File: src/rtl/kf8237_transfer_sequencer_pkg.sv
`default_nettype none
// ============================================================================
//  Package     : kf8237_common_pkg
//  Description : Shared types and helpers for the KF8237 DMA sequencer:
//                FSM state encoding, per-channel mode encodings and
//                channel-index helpers.
//  Revision    : 1.0 - initial release
// ============================================================================
package kf8237_common_pkg;

   localparam int CHANNELS = 4;
   localparam int CH_W     = 2;

   typedef enum logic [2:0] {
      ST_SI = 3'd0,
      ST_S0 = 3'd1,
      ST_S1 = 3'd2,
      ST_S2 = 3'd3,
      ST_S3 = 3'd4,
      ST_S4 = 3'd5
   } state_t;

   // Code 11 behaves exactly like single mode inside the sequencer.
   typedef enum logic [1:0] {
      MODE_DEMAND  = 2'b00,
      MODE_SINGLE  = 2'b01,
      MODE_BLOCK   = 2'b10,
      MODE_CASCADE = 2'b11
   } mode_type_t;

   // Code 11 is treated as verify: no command strobes.
   typedef enum logic [1:0] {
      XFER_VERIFY  = 2'b00,
      XFER_WRITE   = 2'b01,
      XFER_READ    = 2'b10,
      XFER_ILLEGAL = 2'b11
   } mode_transfer_t;

   function automatic logic [CH_W-1:0] onehot_to_index(input logic [CHANNELS-1:0] onehot);
      logic [CH_W-1:0] idx;
      idx = '0;
      for (int i = 0; i < CHANNELS; i++) begin
         if (onehot[i]) idx = CH_W'(i);
      end
      return idx;
   endfunction

   function automatic logic [CHANNELS-1:0] index_to_onehot(input logic [CH_W-1:0] idx);
      return CHANNELS'(1) << idx;
   endfunction

endpackage
`default_nettype wire

File: src/rtl/kf8237_transfer_sequencer_if.sv
`default_nettype none
// ============================================================================
//  Interface   : kf8237_transfer_sequencer_if
//  Description : Request, bus-negotiation, register-file and command-strobe
//                signals of the KF8237 transfer sequencer.
//                master = sequencer side, slave = system / register-file side.
//  Revision    : 1.0 - initial release
// ============================================================================
interface kf8237_transfer_sequencer_if;
   import kf8237_common_pkg::*;

   logic                  master_clear;
   logic [CHANNELS-1:0]   dma_request;
   logic [CHANNELS-1:0]   software_request;
   logic [CHANNELS-1:0]   channel_mask;
   logic                  rotating_priority;
   logic [2*CHANNELS-1:0] mode_type;
   logic [2*CHANNELS-1:0] mode_transfer;
   logic [CHANNELS-1:0]   autoinit_config;
   logic [CHANNELS-1:0]   decrement_config;
   logic                  hold_acknowledge;
   logic                  ready;
   logic                  end_of_process_in_n;
   logic                  underflow;

   logic                  hold_request;
   logic [CHANNELS-1:0]   dma_acknowledge;
   logic [CHANNELS-1:0]   transfer_register_select;
   logic                  next_word;
   logic                  initialize_current_register;
   logic                  decrement_address_config;
   logic                  update_high_address;
   logic                  memory_read_n;
   logic                  memory_write_n;
   logic                  io_read_n;
   logic                  io_write_n;
   logic                  end_of_process_out;
   logic [CHANNELS-1:0]   terminal_count;

   modport master (
      input  master_clear, dma_request, software_request, channel_mask,
             rotating_priority, mode_type, mode_transfer, autoinit_config,
             decrement_config, hold_acknowledge, ready, end_of_process_in_n,
             underflow,
      output hold_request, dma_acknowledge, transfer_register_select,
             next_word, initialize_current_register, decrement_address_config,
             update_high_address, memory_read_n, memory_write_n, io_read_n,
             io_write_n, end_of_process_out, terminal_count
   );

   modport slave (
      output master_clear, dma_request, software_request, channel_mask,
             rotating_priority, mode_type, mode_transfer, autoinit_config,
             decrement_config, hold_acknowledge, ready, end_of_process_in_n,
             underflow,
      input  hold_request, dma_acknowledge, transfer_register_select,
             next_word, initialize_current_register, decrement_address_config,
             update_high_address, memory_read_n, memory_write_n, io_read_n,
             io_write_n, end_of_process_out, terminal_count
   );

endinterface
`default_nettype wire

File: src/rtl/kf8237_transfer_sequencer_arbiter.sv
`default_nettype none
// ============================================================================
//  Module      : kf8237_priority_arbiter
//  Description : Combinational one-hot grant among unmasked requests.
//                Fixed mode starts the search at channel 0; rotating mode
//                starts it at the priority pointer and wraps.
//  Revision    : 1.0 - initial release
// ============================================================================
module kf8237_priority_arbiter
   import kf8237_common_pkg::*;
(
   input  wire logic [CHANNELS-1:0] request,
   input  wire logic [CHANNELS-1:0] mask,
   input  wire logic [CH_W-1:0]     pointer,
   input  wire logic                rotate,
   output logic      [CHANNELS-1:0] grant
);

   logic [CH_W-1:0] w_base;
   logic [CH_W-1:0] w_idx;
   logic            w_found;

   assign w_base = rotate ? pointer : '0;

   // Walk channels from the highest-priority one; first live request wins.
   always_comb begin
      grant   = '0;
      w_found = 1'b0;
      w_idx   = '0;
      for (int i = 0; i < CHANNELS; i++) begin
         w_idx = w_base + CH_W'(i);
         if (!w_found && request[w_idx] && !mask[w_idx]) begin
            grant[w_idx] = 1'b1;
            w_found      = 1'b1;
         end
      end
   end

endmodule
`default_nettype wire

File: src/rtl/kf8237_transfer_sequencer.sv
`default_nettype none
// ============================================================================
//  Module      : kf8237_transfer_sequencer
//  Description : KF8237 DMA service sequencer. Arbitrates requests,
//                negotiates HRQ/HLDA, runs the SI/S0..S4 transfer FSM and
//                drives the register-file controls and command strobes.
//  Revision    : 1.0 - initial release
// ============================================================================
module kf8237_transfer_sequencer
   import kf8237_common_pkg::*;
(
   input  wire logic                   clock,
   input  wire logic                   reset_n,
   kf8237_transfer_sequencer_if.master bus
);

   state_t              r_state, w_next_state;
   logic [CH_W-1:0]     r_channel, w_next_channel, r_pointer, w_grant_idx;
   logic [CHANNELS-1:0] w_active, w_grant, r_dack, r_terminal_count;
   logic                r_eop_pending, r_hold_request, r_update_high_address;
   logic                r_memory_read_n, r_memory_write_n, r_io_read_n, r_io_write_n;
   logic                w_in_s4, w_tc, w_eop, w_ch_live, w_s3_next;
   mode_type_t          w_mode_type;
   mode_transfer_t      w_next_xfer;

   assign w_active    = (bus.dma_request | bus.software_request) & ~bus.channel_mask;
   assign w_ch_live   = w_active[r_channel];
   assign w_mode_type = mode_type_t'(bus.mode_type[{r_channel, 1'b0} +: 2]);
   assign w_next_xfer = mode_transfer_t'(bus.mode_transfer[{w_next_channel, 1'b0} +: 2]);
   assign w_grant_idx = onehot_to_index(w_grant);

   // An EOP seen during S1-S3 is remembered so it still terminates at S4.
   assign w_tc    = bus.underflow | ~bus.end_of_process_in_n | r_eop_pending;
   assign w_in_s4 = (r_state == ST_S4) && !bus.master_clear;
   assign w_eop   = w_in_s4 & w_tc;

   kf8237_priority_arbiter u_arbiter (
      .request (bus.dma_request | bus.software_request),
      .mask    (bus.channel_mask),
      .pointer (r_pointer),
      .rotate  (bus.rotating_priority),
      .grant   (w_grant)
   );

   // Next-state and winner selection; master_clear overrides everything.
   always_comb begin
      w_next_state   = r_state;
      w_next_channel = r_channel;
      case (r_state)
         ST_SI: if (|w_active) w_next_state = ST_S0;
         ST_S0: begin
            if (~|w_active) begin
               w_next_state = ST_SI;
            end else if (bus.hold_acknowledge) begin
               w_next_state   = ST_S1;
               w_next_channel = w_grant_idx;
            end
         end
         ST_S1: w_next_state = ST_S2;
         ST_S2: w_next_state = ST_S3;
         ST_S3: if (bus.ready) w_next_state = ST_S4;
         ST_S4: begin
            // A channel masked mid-service finishes its word, then releases the bus.
            if (w_tc || bus.channel_mask[r_channel]) begin
               w_next_state = ST_SI;
            end else begin
               case (w_mode_type)
                  MODE_BLOCK:  w_next_state = ST_S1;
                  MODE_DEMAND: w_next_state = w_ch_live ? ST_S1 : ST_SI;
                  default:     w_next_state = ST_SI;
               endcase
            end
         end
         default: w_next_state = ST_SI;
      endcase
      if (bus.master_clear) w_next_state = ST_SI;
   end

   assign w_s3_next = (w_next_state == ST_S3);

   // State, latched channel, pointer, TC status and registered outputs.
   always_ff @(posedge clock or negedge reset_n) begin
      if (!reset_n) begin
         r_state               <= ST_SI;
         r_channel             <= '0;
         r_pointer             <= '0;
         r_eop_pending         <= 1'b0;
         r_terminal_count      <= '0;
         r_hold_request        <= 1'b0;
         r_dack                <= '0;
         r_update_high_address <= 1'b0;
         r_memory_read_n       <= 1'b1;
         r_memory_write_n      <= 1'b1;
         r_io_read_n           <= 1'b1;
         r_io_write_n          <= 1'b1;
      end else begin
         r_state               <= w_next_state;
         r_channel             <= w_next_channel;
         r_hold_request        <= (w_next_state != ST_SI);
         r_dack                <= (w_next_state inside {ST_S1, ST_S2, ST_S3, ST_S4})
                                  ? index_to_onehot(w_next_channel) : '0;
         r_update_high_address <= (w_next_state == ST_S1);
         r_memory_read_n       <= ~(w_s3_next && w_next_xfer == XFER_READ);
         r_io_write_n          <= ~(w_s3_next && w_next_xfer == XFER_READ);
         r_io_read_n           <= ~(w_s3_next && w_next_xfer == XFER_WRITE);
         r_memory_write_n      <= ~(w_s3_next && w_next_xfer == XFER_WRITE);

         if (bus.master_clear) begin
            r_pointer        <= '0;
            r_eop_pending    <= 1'b0;
            r_terminal_count <= '0;
         end else begin
            if (r_state == ST_S4) begin
               r_eop_pending <= 1'b0;
               r_pointer     <= r_channel + 1'b1;
            end else if ((r_state inside {ST_S1, ST_S2, ST_S3}) && !bus.end_of_process_in_n) begin
               r_eop_pending <= 1'b1;
            end
            if (w_eop) r_terminal_count <= r_terminal_count | index_to_onehot(r_channel);
         end
      end
   end

   // next_word marks the final S3 cycle so underflow is ready during S4.
   assign bus.next_word                   = (r_state == ST_S3) & bus.ready & ~bus.master_clear;
   assign bus.end_of_process_out          = w_eop;
   assign bus.initialize_current_register = w_eop & bus.autoinit_config[r_channel];
   assign bus.decrement_address_config    = bus.decrement_config[r_channel];
   assign bus.hold_request                = r_hold_request;
   assign bus.dma_acknowledge             = r_dack;
   assign bus.transfer_register_select    = r_dack;
   assign bus.update_high_address         = r_update_high_address;
   assign bus.memory_read_n               = r_memory_read_n;
   assign bus.memory_write_n              = r_memory_write_n;
   assign bus.io_read_n                   = r_io_read_n;
   assign bus.io_write_n                  = r_io_write_n;
   assign bus.terminal_count              = r_terminal_count;

endmodule
`default_nettype wire
File: src/flat_wrapper.sv
// flat-port wrapper written by rule: the top's interface ports become plain ports
module kf8237_transfer_sequencer_flat import kf8237_common_pkg::*;
  (clock, reset_n, bus_master_clear, bus_dma_request, bus_software_request, bus_channel_mask, bus_rotating_priority, bus_mode_type, bus_mode_transfer, bus_autoinit_config, bus_decrement_config, bus_hold_acknowledge, bus_ready, bus_end_of_process_in_n, bus_underflow, bus_hold_request, bus_dma_acknowledge, bus_transfer_register_select, bus_next_word, bus_initialize_current_register, bus_decrement_address_config, bus_update_high_address, bus_memory_read_n, bus_memory_write_n, bus_io_read_n, bus_io_write_n, bus_end_of_process_out, bus_terminal_count);
  kf8237_transfer_sequencer_if bus_i ();
  input  wire logic clock;
  input  wire logic reset_n;
  input wire logic [$bits(bus_i.master_clear)-1:0] bus_master_clear;
  input wire logic [$bits(bus_i.dma_request)-1:0] bus_dma_request;
  input wire logic [$bits(bus_i.software_request)-1:0] bus_software_request;
  input wire logic [$bits(bus_i.channel_mask)-1:0] bus_channel_mask;
  input wire logic [$bits(bus_i.rotating_priority)-1:0] bus_rotating_priority;
  input wire logic [$bits(bus_i.mode_type)-1:0] bus_mode_type;
  input wire logic [$bits(bus_i.mode_transfer)-1:0] bus_mode_transfer;
  input wire logic [$bits(bus_i.autoinit_config)-1:0] bus_autoinit_config;
  input wire logic [$bits(bus_i.decrement_config)-1:0] bus_decrement_config;
  input wire logic [$bits(bus_i.hold_acknowledge)-1:0] bus_hold_acknowledge;
  input wire logic [$bits(bus_i.ready)-1:0] bus_ready;
  input wire logic [$bits(bus_i.end_of_process_in_n)-1:0] bus_end_of_process_in_n;
  input wire logic [$bits(bus_i.underflow)-1:0] bus_underflow;
  output wire logic [$bits(bus_i.hold_request)-1:0] bus_hold_request;
  output wire logic [$bits(bus_i.dma_acknowledge)-1:0] bus_dma_acknowledge;
  output wire logic [$bits(bus_i.transfer_register_select)-1:0] bus_transfer_register_select;
  output wire logic [$bits(bus_i.next_word)-1:0] bus_next_word;
  output wire logic [$bits(bus_i.initialize_current_register)-1:0] bus_initialize_current_register;
  output wire logic [$bits(bus_i.decrement_address_config)-1:0] bus_decrement_address_config;
  output wire logic [$bits(bus_i.update_high_address)-1:0] bus_update_high_address;
  output wire logic [$bits(bus_i.memory_read_n)-1:0] bus_memory_read_n;
  output wire logic [$bits(bus_i.memory_write_n)-1:0] bus_memory_write_n;
  output wire logic [$bits(bus_i.io_read_n)-1:0] bus_io_read_n;
  output wire logic [$bits(bus_i.io_write_n)-1:0] bus_io_write_n;
  output wire logic [$bits(bus_i.end_of_process_out)-1:0] bus_end_of_process_out;
  output wire logic [$bits(bus_i.terminal_count)-1:0] bus_terminal_count;
  assign bus_i.master_clear = bus_master_clear;
  assign bus_i.dma_request = bus_dma_request;
  assign bus_i.software_request = bus_software_request;
  assign bus_i.channel_mask = bus_channel_mask;
  assign bus_i.rotating_priority = bus_rotating_priority;
  assign bus_i.mode_type = bus_mode_type;
  assign bus_i.mode_transfer = bus_mode_transfer;
  assign bus_i.autoinit_config = bus_autoinit_config;
  assign bus_i.decrement_config = bus_decrement_config;
  assign bus_i.hold_acknowledge = bus_hold_acknowledge;
  assign bus_i.ready = bus_ready;
  assign bus_i.end_of_process_in_n = bus_end_of_process_in_n;
  assign bus_i.underflow = bus_underflow;
  assign bus_hold_request = bus_i.hold_request;
  assign bus_dma_acknowledge = bus_i.dma_acknowledge;
  assign bus_transfer_register_select = bus_i.transfer_register_select;
  assign bus_next_word = bus_i.next_word;
  assign bus_initialize_current_register = bus_i.initialize_current_register;
  assign bus_decrement_address_config = bus_i.decrement_address_config;
  assign bus_update_high_address = bus_i.update_high_address;
  assign bus_memory_read_n = bus_i.memory_read_n;
  assign bus_memory_write_n = bus_i.memory_write_n;
  assign bus_io_read_n = bus_i.io_read_n;
  assign bus_io_write_n = bus_i.io_write_n;
  assign bus_end_of_process_out = bus_i.end_of_process_out;
  assign bus_terminal_count = bus_i.terminal_count;
  kf8237_transfer_sequencer u_core (.clock(clock), .reset_n(reset_n), .bus(bus_i));
endmodule
File: config.mk
export PLATFORM = sky130hd
export DESIGN_NAME = kf8237_transfer_sequencer_flat
export DESIGN_NICKNAME = d
export VERILOG_FILES = /design/src/rtl/kf8237_transfer_sequencer_pkg.sv /design/src/rtl/kf8237_transfer_sequencer_if.sv /design/src/rtl/kf8237_transfer_sequencer_arbiter.sv /design/src/rtl/kf8237_transfer_sequencer.sv /design/src/flat_wrapper.sv
export SDC_FILE = /design/constraint.sdc
export NUM_CORES = 1
export LEC_CHECK = 0
export ABC_AREA = 1
export CAP_MARGIN = 30
export CORE_UTILIZATION = 45
export CTS_CLUSTER_SIZE = 16
export DETAILED_ROUTE_END_ITERATION = 6
export GPL_ROUTABILITY_DRIVEN = 0
export PLACE_DENSITY = 0.88
export REMOVE_ABC_BUFFERS = 1
export SETUP_SLACK_MARGIN = 0.05
export SLEW_MARGIN = 0
export SYNTH_ARGS = -nofsm -noshare
export SYNTH_HDL_FRONTEND = slang
export SYNTH_HIERARCHICAL = 1
export SYNTH_SLANG_ARGS = --single-unit
File: constraint.sdc
create_clock -name clock -period 2.9 [get_ports clock]
set_input_delay 0.58 -clock clock [delete_from_list [all_inputs] [get_ports clock]]
set_output_delay 0.58 -clock clock [all_outputs]
set_load 0.005 [all_outputs]
==> flow_summary.html <==
<table>
<tr><th>Metric</th><th>Value</th></tr>
<tr><th colspan="2">Critical path</th></tr>
<tr><td>Max incr delay on CP</td><td>around 0.49 ns</td></tr>
<tr><td>Critical Path End Type</td><td>primary output</td></tr>
<tr><td>Worst endpoint required time</td><td>between 2 and 2.5 ns</td></tr>
<tr><td>Buffering stage count on the worst path with inverters included</td><td>4</td></tr>
<tr><td>CP Class</td><td>input pin to primary output</td></tr>
<tr><td>Sequence of cells on the critical path</td><td>clkdlybuf4s50_1, inv_1, nand2_1, nor2_1, nand2_1, inv_1, clkdlybuf4s50_1</td></tr>
<tr><td>Arrival time worst endpoint</td><td>2.06 ns</td></tr>
<tr><td>Sort of element at the start of the critical path</td><td>input pin</td></tr>
<tr><td>CP max stage cell</td><td>clkdlybuf4s50_1</td></tr>
<tr><td>Cell family contributing the most delay on the critical path</td><td>buffers and inverters</td></tr>
<tr><td>Critical-path maximum fanout</td><td>3</td></tr>
<tr><th colspan="2">CTS</th></tr>
<tr><td>TritonCTS sink count</td><td>20</td></tr>
<tr><td>Count of instances resized after the clock tree is built</td><td>0</td></tr>
<tr><td>Post-cts hold buffer count</td><td>0</td></tr>
<tr><td>TritonCTS clock tree</td><td>yes</td></tr>
<tr><td>Cell chosen for the clock root</td><td>clkbuf_4</td></tr>
<tr><td>TritonCTS buffer count</td><td>3</td></tr>
<tr><td>Later-pin clock latency in the skew report</td><td>~0.31 ns</td></tr>
<tr><td>Clock-pin transition on the worst setup and hold timing paths</td><td>0.11 ns</td></tr>
<tr><td>Clk buf depth</td><td>2</td></tr>
<tr><td>CTS H-tree lvls</td><td>1</td></tr>
<tr><td>Post-CTS setup buffers</td><td>0</td></tr>
<tr><th colspan="2">GRT</th></tr>
<tr><td>M2 GR Usage</td><td>42.3%</td></tr>
<tr><td>Global-route met1 utilization</td><td>27.4%</td></tr>
<tr><td>Antenna violations before repair</td><td>0</td></tr>
<tr><td>Layer carrying the most global-route usage</td><td>met2</td></tr>
<tr><td>Via count of the first global-routing pass</td><td>~1700</td></tr>
<tr><td>GRT Total Usage</td><td>a little under a quarter</td></tr>
<tr><td>Global routing met3 resource utilization</td><td>1.82%</td></tr>
<tr><td>First-pass GRT wire length</td><td>7.26 mm</td></tr>
<tr><td>Overall overflow remaining after global route</td><td>0</td></tr>
<tr><td>Largest net degree at the start of global routing</td><td>21</td></tr>
<tr><th colspan="2">Power and ir drop</th></tr>
<tr><td>Post-layout total power</td><td>0.000998 W</td></tr>
<tr><td>PD cells</td><td>between 400 and 500 mW/mm²</td></tr>
<tr><td>Peak supply drop</td><td>~0.00048 V</td></tr>
<tr><td>Leakage component of the power</td><td>between 1 and 1.5 nW</td></tr>
<tr><th colspan="2">Floorplanning</th></tr>
<tr><td>Area of the core region</td><td>between 0.003 and 0.004 mm²</td></tr>
<tr><td>Y dimension of the die</td><td>62.4 µm</td></tr>
<tr><td>Initial cell density of the core</td><td>48.1%</td></tr>
<tr><td>Chip Width</td><td>roughly 62 µm</td></tr>
<tr><td>Floorplan die area</td><td>0.00390 mm²</td></tr>
<tr><td>Rows</td><td>21</td></tr>
<tr><td>I/O Pins</td><td>66</td></tr>
<tr><th colspan="2">Outcome</th></tr>
<tr><td>Status</td><td>finished clean</td></tr>
<tr><th colspan="2">Final layout</th></tr>
<tr><td>Area Growth Syn to Fin</td><td>43.9%</td></tr>
<tr><td>Layout cell share with drive strength beyond 1</td><td>10.6%</td></tr>
<tr><td>Leading cell type in the layout, fill and taps excluded</td><td>clkdlybuf4s50_1</td></tr>
<tr><td>Commonest cells after routing, fill and taps aside</td><td>clkdlybuf4s50_1, nand2_1, inv_1</td></tr>
<tr><td>Antenna diodes</td><td>0</td></tr>
<tr><td>Total Nets Final</td><td>around 370</td></tr>
<tr><th colspan="2">Detailed routing</th></tr>
<tr><td>Average via count per standard cell</td><td>around 5.0</td></tr>
<tr><td>Remaining antenna violation count</td><td>0</td></tr>
<tr><td>Count of routing violations after the opening detailed-route iteration</td><td>121</td></tr>
<tr><td>Routed length per placed instance</td><td>11.7 µm</td></tr>
<tr><td>Vias after detailed routing</td><td>1822</td></tr>
<tr><td>Routed wire length</td><td>around 4.3 mm</td></tr>
<tr><td>DRT Pass-1 Iters</td><td>4</td></tr>
<tr><td>Number of DRC violations after detailed routing</td><td>0</td></tr>
<tr><th colspan="2">Synth</th></tr>
<tr><td>Gate count of the mapped netlist</td><td>259</td></tr>
<tr><td>Netlist area before placement</td><td>~0.0016 mm²</td></tr>
<tr><td>Number of warning messages in the yosys log</td><td>6</td></tr>
<tr><td>Average cell area after synthesis</td><td>approximately 6.3 µm²</td></tr>
<tr><th colspan="2">STA</th></tr>
<tr><td>Max-slew headroom at the worst pin</td><td>between 40% and 50%</td></tr>
<tr><td>Setup tns final</td><td>0 ns</td></tr>
<tr><td>Final setup vio count</td><td>0</td></tr>
<tr><td>Unrepaired setup endpoints after global routing</td><td>no</td></tr>
<tr><td>Fmax</td><td>roughly 380 MHz</td></tr>
<tr><td>Slew of the pin with the lowest slew margin</td><td>0.863 ns</td></tr>
<tr><td>Final worst path period need</td><td>2.64 ns</td></tr>
<tr><td>Period utilization</td><td>90.9%</td></tr>
<tr><td>Post-route clock skew</td><td>0.00367 ns</td></tr>
<tr><td>Endpoints failing hold</td><td>0</td></tr>
<tr><td>Number of pins exceeding their max-slew limit in the final report</td><td>0</td></tr>
<tr><th colspan="2">Place</th></tr>
<tr><td>Count of buffers inserted at the top-level ports</td><td>65</td></tr>
<tr><td>Post-DP HPWL</td><td>3.37 mm</td></tr>
<tr><th colspan="2">Job</th></tr>
<tr><td>Max-cap check violation count</td><td>0</td></tr>
<tr><th colspan="2">Worst hold path</th></tr>
<tr><td>Min-Delay Path Class</td><td>flop to flop</td></tr>
</table>
==> sequential cells by signal, indices dropped and copies added, names as in the netlist <==
| signal | cells |
|---|---|
| u_core/bus.terminal_count | 4 |
| u_core/r_channel | 2 |
| u_core/r_pointer | 2 |
| u_core/bus.dma_acknowledge | 4 |
| u_core/bus.hold_request | 1 |
| u_core/r_eop_pending | 1 |
| u_core/bus.update_high_address | 1 |
| u_core/bus.io_read_n | 1 |
| u_core/bus.io_write_n | 1 |
| u_core/r_state | 3 |
==> worst min-delay path, stage by stage (launching register included) <==
cell and delay [ns]:
dfrtp_1 0.38, nor2_1 0.05, nor2_1 0.10
==> where the power goes <==
group | leakage, nW | switching (W) | total, W | internal [W]
Combinational | 0.924 | 0.000235 | 0.000427 | 0.000192
Clock | 0.0279 | 0.0000895 | 0.000229 | 0.000140
Sequential | 0.263 | 0.0000407 | 0.000342 | 0.000301
Total | 1.22 | 0.000366 | 0.000998 | 0.000633
==> final timing paths <==
path | startpoint | end | slack [ns] | cells after the start
max in group asynchronous | reset_n | u_core/r_pointer[1]$_DFFE_PN0N_ | 1.62 | 1
worst min register to register | u_core/bus.terminal_count[3]$_DFFE_PN0P_ | u_core/bus.terminal_count[3]$_DFFE_PN0P_ | 0.56 | 2
worst max register to register | u_core/r_pointer[0]$_DFFE_PN0N_ | u_core/bus.io_read_n$_DFF_PN1_ | 0.76 | 20
min in group asynchronous | reset_n | u_core/bus.dma_acknowledge[3]$_DFF_PN0_ | 0.75 | 1
worst min-delay path | u_core/bus.terminal_count[3]$_DFFE_PN0P_ | u_core/bus.terminal_count[3]$_DFFE_PN0P_ | 0.56 | 2
worst max-delay path | bus_master_clear | bus_initialize_current_register | 0.26 | 7
==> per-stage QoR <==
step | util [%] | hold WS [ns] | instances | setup WS [ns] | area (µm²)
after global routing | 69.2 | 0.570 | 368 | 0.0510 | 2360
after global placement | 67.7 | 0.519 | 364 | 0.146 | 2310
after detailed placement | 67.7 | 0.534 | 364 | 0.0717 | 2310
after CTS | 69.2 | 0.560 | 368 | 0.251 | 2360
final | 69.2 | 0.558 | 368 | 0.263 | 2360
after floorplan | - | 0.284 | 251 | 0.764 | 1590
==> final cells by class <==
| cell class | count | area (µm²) |
|---|---|---|
| Sequential cell | 20 | 503 |
| Tap cell | 46 | 57.6 |
| Clock buffer | 3 | 22.5 |
| Fill cell | 300 | 1050 |
| Timing Repair Buffer | 67 | 666 |
| Clock inverter | 1 | 30.0 |
| Inverter | 47 | 181 |
| Multi-Input combinational cell | 184 | 903 |
==> layer usage <==
layer | vias up | share of wire [%]
met1 | 827 | 43
met3 | 9 | 4.7
met4 | 0 | 2.0
li1 | 930 | -
met5 | - | 0
met2 | 56 | 50
Note: power is estimated with default switching activity, not from simulation.
